**src/rtl/board_state.sv**
```systemverilog
// Board register file: holds the 64-square position and applies moves through a
// valid/ready handshake. It also tracks side-to-move, ply count and material balance.
module board_state #(
  parameter int unsigned PLY_W = 10
) (
  input  logic                    clk,
  input  logic                    rst,
  input  logic                    new_game,
  input  logic                    move_valid,
  output logic                    move_ready,
  input  logic [5:0]              move_from,
  input  logic [5:0]              move_to,
  input  logic [2:0]              move_promo,
  output logic                    move_done,
  output logic                    move_err,
  output logic [255:0]            board_flat,
  output logic                    white_to_move,
  output logic signed [15:0]      material,
  output logic [PLY_W-1:0]        ply_count
);

  localparam int unsigned NSQ     = 64;
  localparam int unsigned PIECE_W = 4;

  typedef enum logic [1:0] {IDLE, CHECK, COMMIT, REJECT} state_e;

  state_e                 state_q, state_d;
  logic [PIECE_W-1:0]     board_q [NSQ];
  logic [PIECE_W-1:0]     board_d [NSQ];
  logic                   wtm_q, wtm_d;
  logic signed [15:0]     mat_q, mat_d;
  logic [PLY_W-1:0]       ply_q, ply_d;
  logic [5:0]             from_q, from_d, to_q, to_d;
  logic [2:0]             promo_q, promo_d;

  logic [PIECE_W-1:0]     p_piece, q_piece;
  logic [2:0]             promo_type;
  logic                   is_promo, reject;
  logic signed [15:0]     delta;

  function automatic logic [2:0] back_type(input logic [2:0] file);
    case (file)
      3'd0, 3'd7: back_type = 3'd4;
      3'd1, 3'd6: back_type = 3'd2;
      3'd2, 3'd5: back_type = 3'd3;
      3'd3:       back_type = 3'd5;
      default:    back_type = 3'd6;
    endcase
  endfunction

  function automatic logic [PIECE_W-1:0] start_piece(input logic [5:0] sq);
    case (sq[5:3])
      3'd0:    start_piece = {1'b0, back_type(sq[2:0])};
      3'd1:    start_piece = 4'b0001;
      3'd6:    start_piece = 4'b1001;
      3'd7:    start_piece = {1'b1, back_type(sq[2:0])};
      default: start_piece = 4'b0000;
    endcase
  endfunction

  function automatic logic signed [15:0] piece_value(input logic [2:0] t);
    case (t)
      3'd1:    piece_value = 16'sd1;
      3'd2:    piece_value = 16'sd3;
      3'd3:    piece_value = 16'sd3;
      3'd4:    piece_value = 16'sd5;
      3'd5:    piece_value = 16'sd10;
      default: piece_value = 16'sd0;
    endcase
  endfunction

  // Move evaluation from the latched squares
  assign p_piece    = board_q[from_q];
  assign q_piece    = board_q[to_q];
  assign promo_type = (promo_q inside {[3'd2:3'd5]}) ? promo_q : 3'd5;
  assign is_promo   = (p_piece[2:0] == 3'd1) &&
                      ((!p_piece[3] && to_q[5:3] == 3'd7) || (p_piece[3] && to_q[5:3] == 3'd0));
  assign reject     = (p_piece[2:0] == 3'd0) || (p_piece[3] != !wtm_q) || (from_q == to_q) ||
                      ((q_piece[2:0] != 3'd0) && (q_piece[3] == p_piece[3])) ||
                      (q_piece[2:0] == 3'd6);
  assign delta      = is_promo ? (piece_value(q_piece[2:0]) + piece_value(promo_type) - 16'sd1)
                               : piece_value(q_piece[2:0]);

  always_comb begin
    state_d = state_q;
    board_d = board_q;
    wtm_d   = wtm_q;
    mat_d   = mat_q;
    ply_d   = ply_q;
    from_d  = from_q;
    to_d    = to_q;
    promo_d = promo_q;
    case (state_q)
      IDLE: begin
        if (new_game) begin
          for (int i = 0; i < NSQ; i++) board_d[i] = start_piece(6'(i));
          wtm_d = 1'b1;
          mat_d = 16'sd0;
          ply_d = '0;
        end else if (move_valid) begin
          from_d  = move_from;
          to_d    = move_to;
          promo_d = move_promo;
          state_d = CHECK;
        end
      end
      CHECK: begin
        if (reject) begin
          state_d = REJECT;
        end else begin
          state_d         = COMMIT;
          board_d[from_q] = 4'b0000;
          board_d[to_q]   = is_promo ? {p_piece[3], promo_type} : p_piece;
          mat_d           = p_piece[3] ? (mat_q - delta) : (mat_q + delta);
          wtm_d           = !wtm_q;
          if (ply_q != '1) ply_d = ply_q + PLY_W'(1);
        end
      end
      COMMIT:  state_d = IDLE;
      REJECT:  state_d = IDLE;
      default: state_d = IDLE;
    endcase
  end

  always_ff @(posedge clk or posedge rst) begin
    if (rst) begin
      state_q <= IDLE;
      for (int i = 0; i < NSQ; i++) board_q[i] <= start_piece(6'(i));
      wtm_q   <= 1'b1;
      mat_q   <= 16'sd0;
      ply_q   <= '0;
      from_q  <= '0;
      to_q    <= '0;
      promo_q <= '0;
    end else begin
      state_q <= state_d;
      board_q <= board_d;
      wtm_q   <= wtm_d;
      mat_q   <= mat_d;
      ply_q   <= ply_d;
      from_q  <= from_d;
      to_q    <= to_d;
      promo_q <= promo_d;
    end
  end

  for (genvar g = 0; g < NSQ; g++) begin : g_flat
    assign board_flat[PIECE_W*g +: PIECE_W] = board_q[g];
  end

  assign move_ready    = (state_q == IDLE) && !new_game;
  assign move_done     = (state_q == COMMIT);
  assign move_err      = (state_q == REJECT);
  assign white_to_move = wtm_q;
  assign material      = mat_q;
  assign ply_count     = ply_q;

endmodule

```
**config.mk**
```make
export PLATFORM = sky130hd
export DESIGN_NAME = board_state
export DESIGN_NICKNAME = d
export VERILOG_FILES = /design/src/rtl/board_state.sv
export SDC_FILE = /design/constraint.sdc
export NUM_CORES = 1
export LEC_CHECK = 0
export BUFFER_PORTS_ARGS = -buffer_cell sky130_fd_sc_hd__buf_4
export CAP_MARGIN = 20
export CELL_PAD_IN_SITES_DETAIL_PLACEMENT = 1
export CELL_PAD_IN_SITES_GLOBAL_PLACEMENT = 1
export CORE_MARGIN = 3
export CORE_UTILIZATION = 40
export CTS_CLUSTER_DIAMETER = 40
export DETAILED_ROUTE_END_ITERATION = 8
export PLACE_DENSITY = 0.7
export RECOVER_POWER = 50
export SLEW_MARGIN = 20
export SYNTH_ARGS = -nofsm -noshare
export SYNTH_HDL_FRONTEND = slang
export SYNTH_SLANG_ARGS = --single-unit
```
**constraint.sdc**
```tcl
create_clock -name clk -period 12.9 [get_ports clk]
set_input_delay 3.225 -clock clk [delete_from_list [all_inputs] [get_ports clk]]
set_output_delay 3.225 -clock clk [all_outputs]
set_load 0.005 [all_outputs]
```
==> results of run 1 <==
## sequential cells by signal, summed over array words and instances, names as in the netlist
signal	count
state_q	2
from_q	6
white_to_move	1
promo_q	3
ply_count	10
material	16
to_q	6
board_flat	256
## power breakdown
part	internal, µW	switching, µW
Clock	972	517
Combinational	1580	3080
Sequential	1060	264
## synth_stat cells, drive strengths merged (12+ instances only)
library cell / count / share of area (%)
a22o: 19 / 0.87
a31oi: 24 / 0.87
clkbuf: 56 / 1.1
o22ai: 54 / 1.8
o221ai: 16 / 0.73
o2bb2ai: 222 / 10
a2bb2oi: 20 / 0.92
nand3: 32 / 0.87
mux2: 23 / 1.4
nand2b: 33 / 1.1
o21ai: 112 / 2.9
mux4: 23 / 2.7
nand2: 167 / 3.3
o21bai: 50 / 2.0
and3: 13 / 0.43
nor2b: 23 / 0.75
dfrtp: 243 / 32
mux2i: 98 / 5.1
and2: 15 / 0.49
xnor2: 17 / 0.78
inv: 42 / 0.83
a31o: 12 / 0.55
dfstp: 57 / 7.9
a21o: 13 / 0.51
o31ai: 17 / 0.67
a21oi: 69 / 1.8
nor3: 33 / 0.92
a22oi: 36 / 1.4
buf: 105 / 3.3
a211oi: 12 / 0.47
a221oi: 29 / 1.4
nor2: 84 / 1.7
ha: 25 / 1.6
## cell usage in the layout, fill, tap and decap left out, types with 25 or more instances in the layout
| cell | instances |
|---|---|
| o21ai_0 | 110 |
| clkbuf_1 | 28 |
| o22ai_1 | 54 |
| a22oi_1 | 36 |
| nand2b_1 | 33 |
| a21oi_1 | 68 |
| mux2i_1 | 98 |
| o2bb2ai_1 | 222 |
| ha_1 | 25 |
| nand2_1 | 164 |
| dfstp_2 | 57 |
| dfrtp_1 | 237 |
| o21bai_1 | 50 |
| clkbuf_16 | 54 |
| a221oi_1 | 28 |
| nor2_1 | 75 |
| inv_1 | 40 |
| nand3_1 | 31 |
| clkbuf_4 | 174 |
| buf_4 | 140 |
| nor3_1 | 30 |
## per-layer routing
layer	vias up	share of wire [%]
met5	-	0.030
met1	10200	41
met4	4	4.9
met3	296	10
met2	1406	43
li1	8022	-
## per-stage QoR
stage / cell area [µm²] / hold slack (ns) / setup slack [ns] / util (%)
after floorplan: 19100 / 0.484 / 1.48 / -
after global placement: 21600 / 0.500 / 4.94 / 46.2
after detailed placement: 21700 / 0.509 / 4.65 / 46.2
after CTS: 23500 / 0.517 / 4.61 / 50.2
after global routing: 23400 / 0.535 / 3.18 / 50.0
final: 23400 / 0.510 / 4.26 / 50.0
## worst paths after layout
kind / start / endpoint / cells past startpoint
hold / removal: white_to_move / white_to_move / 2
setup reg to reg: to_q[2] / material[15] / 27
min in group asynchronous: rst / material[12] / 2
hold reg to reg: white_to_move / white_to_move / 2
setup / recovery: rst / board_flat[103] / 4
max in group clk: to_q[2] / material[15] / 27
## area by class of cell
type	instances	area, µm²
Antenna cell	1	2.50
Clock buffer	61	1430
Clock inverter	33	442
Fill cell	5233	23400
Inverter	44	166
Multi-Input combinational cell	1438	10600
Sequential cell	300	7590
Tap cell	607	759
Timing Repair Buffer	341	2470
## cells by family after synthesis
logic type	Yosys count	synth area share, %
xor gates and xnor gates	26	1.19
AOI/OAI and AO/OA	784	30.9
muxes	144	9.22
DFF	300	39.7
and+or+nand+nor	457	11.8
adders and majority gates	27	1.85
buffers and inverters	205	5.26
## worst reg2reg max path, stage by stage (launching register included)
cell,delay [ns]
dfrtp_4,0.82
buf_4,0.76
nor2b_1,0.33
a22oi_1,0.23
o22ai_1,0.15
a22o_1,0.29
nor4_1,0.70
nand3_1,0.28
o21a_1,0.20
ha_1,0.28
inv_1,0.04
ha_1,0.22
fa_1,0.48
nor3b_1,0.40
nand3_1,0.15
a21oi_1,0.18
mux2i_1,0.11
a311oi_1,0.57
or2_2,0.21
ha_1,0.26
or2_2,0.31
a21oi_1,0.16
a31oi_1,0.10
a31oi_1,0.31
o21a_1,0.19
o21ai_0,0.11
a31o_1,0.25
a21o_1,0.18
==> impl_metrics.ini, run 1 <==
[run_status]
run_status = finished, violations left
failed_checks = capacitance limit, slew limit

[timing]
timing_worst_slew_pin_value_ns = 4.51
finalSetupTns_ns = 0
fmax_mhz = 116
slew_violations = 215
finalCriticalPeriod_ns = 8.64
finalHoldViolCount = 0
setup_viol = 0
finClkSkew_ns = 0.0228
period_share_pct = 67.0
max_slew_margin_pct = -203
rsz0062_at_grt = no

[logic_synthesis]
synth.avg_cell_area_um2 = 9.82
synth-seq-cells = 300
ys_async_sr_fraction_pct = 100
syn_inst = 1943
synth_seq_area_share_pct = 39.7
syn_area_um2 = 19100
ys_warn_count = 0
synth.distinct_cells = 91
synth_flop_cell = dfrtp_1
syn-num-nets = 1989
synth_edf_count = 0

[global_route]
grt_pass1_vias = 19500
grt_pass1_wl_um = 142000
grt_usage_pct = 38.0
use_met1_pct = 53.3
antenna_found_initial = 1
met2_usage_pct = 56.6
grtUsageMet3_pct = 8.61
grt_max_degree = 99
overflow = 0
busiest_layer = met2

[placed_design]
gp_congestion = 1.06
numPortBuffers = 304
place_inst = 2730
hpwl_um = 69800

[finish]
final_nets = 2223
syn2layout_area_growth_pct = 22.8
stdcell_count = 2825
drive_gt1_share_pct = 25.9

[clock_network]
path_clk_slew_ns = 0.05
post_cts_buffers = 0
cts_sinks = 300
ctsHtreeMaxLevel = 2
cts_buffers = 52
clock_latency_ns = 0.60
ctsResizeCount = 0
cts_tree = yes
cts-root-buf = clkbuf_16
clockBufferDepth = 3
cts_hold_buf = 0

[route]
vias = 20000
drc_errors = 0
drt-total-wl_um = 98000
drtIter0Drc = 2544
wl_per_cell_um = 34.7
drt_pass1_iterations = 6
postRouteAntennaNets = 0
via_per_inst = 7.06

[critical_path]
critical_path_class = input pin to async pin
path_cells = clkbuf_4, clkinvlp_2, clkbuf_1, buf_4
r2r_slack_ns = 4.50
crit_path_end_kind = async pin
path_max_fanout = 98
critPathSlowestCell = clkinvlp_2
crit_family = buffers and inverters
worst_setup_path_start_kind = input pin
cp.arrival_ns = 9.23
cp_slowest_stage_delay_ns = 2.51
critPathBufInv = 4
cp_data_required_time_ns = 13.49

[die]
rows = 79
coreArea_um2 = 46900
start_util_pct = 40.7
die_h_um = 224
pin_count = 305
die_width_um = 224
die_area_um2 = 50300

[pwr]
ir_drop_v = 0.000244
powerDensity_nw_per_um2 = 319
cellLeakagePower_uw = 0.00980
p_total_uw = 7470

[flow_run]
max-cap-violations = 4

[hold_path]
hp-class = flip-flop to flip-flop
Note: power is estimated with default switching activity, not from simulation.
==> run 2: changes to the inputs <==
--- a/config.mk
+++ b/config.mk
@@ -5,15 +5,16 @@
 export SDC_FILE = /design/constraint.sdc
 export NUM_CORES = 1
 export LEC_CHECK = 0
+export ABC_AREA = 1
 export BUFFER_PORTS_ARGS = -buffer_cell sky130_fd_sc_hd__buf_4
 export CAP_MARGIN = 20
 export CELL_PAD_IN_SITES_DETAIL_PLACEMENT = 1
 export CELL_PAD_IN_SITES_GLOBAL_PLACEMENT = 1
 export CORE_MARGIN = 3
-export CORE_UTILIZATION = 40
+export CORE_UTILIZATION = 38
 export CTS_CLUSTER_DIAMETER = 40
 export DETAILED_ROUTE_END_ITERATION = 8
-export PLACE_DENSITY = 0.7
+export PLACE_DENSITY = 0.75
 export RECOVER_POWER = 50
 export SLEW_MARGIN = 20
 export SYNTH_ARGS = -nofsm -noshare
==> constraint.sdc (replaced) <==
create_clock -name clk -period 7.1 [get_ports clk]
set_input_delay 1.775 -clock clk [delete_from_list [all_inputs] [get_ports clk]]
set_output_delay 1.775 -clock clk [all_outputs]
set_load 0.005 [all_outputs]
==> run 2 against run 1 <==
The run still ends with capacitance limit, slew limit left. Flip-flop and latch count did not move. Non-clock buffer count rose by 61. Sequential power rose by 96%. Utilization fell by 1.2 points. First-iteration DRC count fell by 1.5%. Critical path depth rose by 39. Combinational power rose by 130%. Critical path type is now flip-flop to flip-flop. Largest cell class unchanged.
==> impl_metrics.ini, run 2 <==
[route]
via_per_inst = 6.08
drt_pass1_iterations = 5
drtIter0Drc = 2505
drc_errors = 0
wl_per_cell_um = 27.7
vias = 27400
postRouteAntennaNets = 0
drt-total-wl_um = 125000

[timing]
finalHoldViolCount = 0
rsz0062_at_grt = no
finalCriticalPeriod_ns = 6.38
finalSetupTns_ns = 0
slew_violations = 305
period_share_pct = 89.9
setup_viol = 0
finClkSkew_ns = 0.0257
max_slew_margin_pct = -180
fmax_mhz = 157
timing_worst_slew_pin_value_ns = 4.21

[logic_synthesis]
synth_edf_count = 0
yosys-top-cells-area = dfrtp_1 28%, nand2_1 16%, o21ai_0 9.0%
syn-num-nets = 3442
synth_most_common_cell = nand2_1
synth-seq-cells = 300
syn_area_um2 = 22000
synthTopCellsByCount = 941 x nand2_1, 398 x o21ai_0, 377 x inv_1, 289 x nor2_1, 243 x dfrtp_1
ys_warn_count = 0
synth_seq_area_share_pct = 34.4
syn_inst = 3396
synth_top_cell_by_area = dfrtp_1
synth.distinct_cells = 48
synth.avg_cell_area_um2 = 6.49
yosysTopAreaCellShare_pct = 27.6
ys_async_sr_fraction_pct = 100
synth_flop_cell = dfrtp_1

[clock_network]
cts_buffers = 74
clockBufferDepth = 3
ctsHtreeMaxLevel = 3
cts_tree = yes
clock_latency_ns = 0.62
cts_hold_buf = 0
path_clk_slew_ns = 0.05
cts_sinks = 300
cts-root-buf = clkbuf_16

[finish]
fillers = 7463
final_nets = 3729
drive_gt1_share_pct = 16.1
final_cell_mix = 941 x nand2_1, 398 x o21ai_0, 376 x inv_1
layout_commonest_cell = nand2_1
largest_reg_flops = 256
syn2layout_area_growth_pct = 25.7
antennaDiodeCount = 0

[die]
pin_count = 305
die_area_um2 = 60900
die_width_um = 247
coreArea_um2 = 56800
rows = 87
start_util_pct = 38.8
die_h_um = 247

[pwr]
powerDensity_nw_per_um2 = 616
ir_drop_v = 0.000556
cellLeakagePower_uw = 0.0127
p_total_uw = 17100

[global_route]
antenna_found_initial = 5
grt_pass1_vias = 27700
grt_pass1_wl_um = 182000
grt_usage_pct = 40.0
grt_max_degree = 152
overflow = 0

[critical_path]
worst_setup_path_start_kind = flip-flop
cp_slowest_stage_delay_ns = 0.58
cp.arrival_ns = 6.93
critPathSlowestCell = dfrtp_2
cp_data_required_time_ns = 7.64
crit_family = simple AND/OR/NAND/NOR gates
critical_path_class = flip-flop to flip-flop
crit_path_end_kind = flip-flop
critPathBufInv = 6
path_max_fanout = 16
crit_top_cell = nand2_1

[run_status]
run_status = finished, violations left
failed_checks = capacitance limit, slew limit

[flow_run]
max-cap-violations = 4

[placed_design]
numPortBuffers = 304
gp_congestion = 0.972
hpwl_um = 86600

[hold_path]
hp-class = flip-flop to flip-flop
-- run 2: changes by cell type in the layout (fill, tap and decap cells not counted), sizes merged, moves of 101 or more --
cell,previous run,this run
nand2,167,952
o21ai,112,568
inv,45,398
o2bb2ai,222,0
nor2,84,302
nand3,32,179
buf,141,269
o211ai,11,112
-- run 2: what timing repair did --
item / CTS / global route
buffers inserted: 0 / 5
endpoints found under the setup margin: 0 / 2
gates resized for setup: 0 / 1
-- run 2: cell type report --
class                      count  area, µm²  share of cell area [%]
clock buffer                  93       2060                    7.43
clock inverter                42        564                    2.04
inverter                     398       1500                    5.42
multi-input combinational   2507      12000                    43.4
sequential                   300       7590                    27.4
tap                          756        946                    3.41
timing repair buffer         402       3020                    10.9
-- run 2: per-layer routing --
metal  share of wire, %  vias to the layer above  track usage (%)
met5              0.028                        -                0
li1                   -                    11900                -
met2                 44                     1572             62.4
met1                 39                    13400             49.7
met3                9.6                      510             9.91
met4                7.2                        6             24.9
-- run 2: cell families after synthesis --
| family | share of synthesized area (%) |
|---|---|
| flip-flops | 34.4 |
| XOR/XNOR | 0.716 |
| AO/OA/AOI/OAI | 24.0 |
| buffers and inverters | 11.2 |
| multiplexers | 0.102 |
| AND/OR/NAND/NOR | 28.0 |
| adder cells (fa/ha/maj) | 1.60 |
-- run 2: worst paths after layout --
check	startpoint	to	slack (ns)	cells after the start
max	to_q[2]	material[14]	0.72	43
min	board_flat[47]	board_flat[47]	0.51	2
max reg2reg	to_q[2]	material[14]	0.72	43
min reg2reg	board_flat[47]	board_flat[47]	0.51	2
max in group asynchronous	rst	board_flat[224]	1.40	3
min in group asynchronous	rst	board_flat[139]	1.21	2
-- run 2: report_power, final --
part / internal (µW) / switching [µW] / leakage [µW] / total (µW)
Combinational: 2830 / 7990 / 0.00748 / 10800
Clock: 2450 / 1180 / 0.00128 / 3630
Sequential: 2120 / 486 / 0.00394 / 2610
Total: 7410 / 9660 / 0.0127 / 17100
-- run 2: per-stage QoR --
stage	instance area, µm²	hold WS (ns)	setup WS (ns)	utilization, %	std cells
2_1_floorplan	22000	0.476	1.38	-	3396
3_5_place_dp	25200	0.513	0.619	44.3	4358
3_3_place_gp	25200	0.501	0.934	44.3	4358
4_1_cts	27800	0.527	0.590	49.0	4493
6_report	27700	0.514	0.715	48.7	4498
5_1_grt	27700	0.542	0.0759	48.7	4498
-- run 2: worst reg2reg max path, delay by kind of cell, from the launching register on --
kind | cells | cell delay [ns]
adder cells (fa/ha/maj) | 4 | 1.23
AO/OA/AOI/OAI | 7 | 0.99
XOR/XNOR | 1 | 0.09
flip-flops | 1 | 0.58
buffers and inverters | 6 | 0.52
AND/OR/NAND/NOR | 25 | 2.93
==> run 3: changes to the inputs <==
--- a/config.mk
+++ b/config.mk
@@ -10,6 +10,7 @@
 export CAP_MARGIN = 20
 export CELL_PAD_IN_SITES_DETAIL_PLACEMENT = 1
 export CELL_PAD_IN_SITES_GLOBAL_PLACEMENT = 1
+export CORE_ASPECT_RATIO = 1.75
 export CORE_MARGIN = 3
 export CORE_UTILIZATION = 38
 export CTS_CLUSTER_DIAMETER = 40
==> run 3 against run 2 <==
The run still ends with capacitance limit, slew limit left. Die area increased by 0.19%. Clock skew increased by 0.014 ns. Sequential share of layout area increased by 0.71 points. Register-to-register slack got worse by 0.25 ns. First-iteration DRC count decreased by 11%. Count of clock-buffer cells in the layout decreased by 35. Critical path depth decreased by 2. Via count increased by 0.10%. Worst hold slack improved by 0.013 ns. Setup slack got worse by 0.25 ns. Global-route usage increased by 1.1 points. Total power decreased by 3.3%. Critical endpoint unchanged.
==> impl_metrics.ini, run 3 (synthesis results as in run 2) <==
[run_status]
run_status = finished, violations left
failed_checks = capacitance limit, slew limit

[timing]
setup_ws_ns = 0.461
slew_violations = 282
max_slew_margin_pct = -211
rsz0062_at_grt = no
fmax_mhz = 151
finalSetupTns_ns = 0
setup_viol = 0
finalCriticalPeriod_ns = 6.64
timing_worst_slew_pin_value_ns = 4.66
period_share_pct = 93.5
finalHoldViolCount = 0
hold_slack_ns = 0.526
finClkSkew_ns = 0.0394

[route]
wl_per_cell_um = 29.0
drtIter0Drc = 2219
drt_pass1_iterations = 6
via_per_inst = 6.11
vias = 27400
drc_errors = 0
drt-total-wl_um = 130000
postRouteAntennaNets = 0

[pwr]
powerDensity_nw_per_um2 = 611
cellLeakagePower_uw = 0.0124
ir_drop_v = 0.000577

[clock_network]
cts-root-buf = clkbuf_16
clockBufferDepth = 3
cts_buffers = 49
cts_tree = yes
cts_sinks = 300
path_clk_slew_ns = 0.06
clock_latency_ns = 0.64
ctsHtreeMaxLevel = 2

[finish]
final_nets = 3720
drive_gt1_share_pct = 15.9
layout_commonest_cell = nand2_1
final_cell_mix = 941 x nand2_1, 393 x o21ai_0, 376 x inv_1
stdcell_count = 4483
largest_reg_flops = 256
syn2layout_area_growth_pct = 22.6

[critical_path]
critical_path_class = flip-flop to flip-flop
critPathSlowestCell = dfrtp_4
critPathLaunch = to_q[0]
r2r_slack_ns = 0.46
rr_worst_depth = 41
r2r_start = to_q[0]
rr_endpoint = material[14]
cp.arrival_ns = 7.17
cp_slowest_stage_delay_ns = 0.63
path_max_fanout = 48
crit_path_end_kind = flip-flop
cp_data_required_time_ns = 7.63
crit_top_cell = nand2_1
worst_setup_path_start_kind = flip-flop
endpoint = material[14]

[die]
start_util_pct = 38.4
rows = 116
die_width_um = 188
die_area_um2 = 61000
coreArea_um2 = 57300
pin_count = 305
die_h_um = 325

[global_route]
grt_usage_pct = 41.1
grt_pass1_vias = 28200
grt_max_degree = 165
antenna_found_initial = 1
grt_pass1_wl_um = 187000
overflow = 0

[placed_design]
numPortBuffers = 304
post-place-ws_ns = 0.348
hpwl_um = 92800
gp_congestion = 1.00
place_inst = 4377

[flow_run]
max-cap-violations = 3

[hold_path]
hp-class = flip-flop to flip-flop
## run 3: final cells by class
type / count / area [µm²]
fill: 7545 / 30300
multi-input combinational: 2509 / 12000
sequential: 300 / 7590
timing repair buffer: 416 / 3200
inverter: 398 / 1510
clock buffer: 58 / 1340
tap: 767 / 960
clock inverter: 34 / 358
antenna: 1 / 2.50
## run 3: repair_timing
item	CTS	global route
resized for setup	0	13
setup buffers	0	11
hold buffers	0	0
setup endpoints to repair	0	4
endpoints found under the hold margin	0	0
## run 3: layer usage
| layer | wire [µm] | up-vias | track usage (%) |
|---|---|---|---|
| li1 | - | 11800 | - |
| met1 | 45200 | 13400 | 44.8 |
| met2 | 61900 | 1552 | 68.9 |
| met3 | 9600 | 597 | 7.37 |
| met4 | 13500 | 0 | 34.7 |
| met5 | 0 | - | 0 |
## run 3: power breakdown
part           switching, µW  total [µW]  internal [µW]
logic                   8310       11300           3000
registers                511        2630           2120
clock network           1060        2560           1500
total                   9890       16500           6620
## run 3: worst max-delay path, delay by kind of cell (launching register included)
| kind | cells | cell delay (ns) |
|---|---|---|
| simple gates | 22 | 2.29 |
| compound gates | 8 | 1.59 |
| fa+ha+maj | 4 | 1.16 |
| flops | 1 | 0.63 |
| buf+inv | 6 | 0.62 |
| xor+xnor | 1 | 0.19 |
## run 3: through the flow
step / total power, µW / utilization, % / instance area [µm²]
finish: 16500 / 47.1 / 27000
global route: 17300 / 47.1 / 27000
CTS: 16100 / 47.1 / 27000
detailed placement: 13500 / 44.1 / 25300
global placement: 13200 / 44.1 / 25300
floorplan: 8760 / - / 22000
## run 3: worst min-delay path by stage
stage / from / endpoint / slack, ns / depth (start not counted)
final: material[10] / material[10] / 0.53 / 2
after global routing: board_flat[25] / board_flat[25] / 0.55 / 2
after CTS: white_to_move / white_to_move / 0.54 / 2
after detailed placement: board_flat[139] / board_flat[139] / 0.52 / 2
after global placement: material[11] / material[11] / 0.50 / 2
after floorplan: board_flat[2] / board_flat[2] / 0.48 / 2
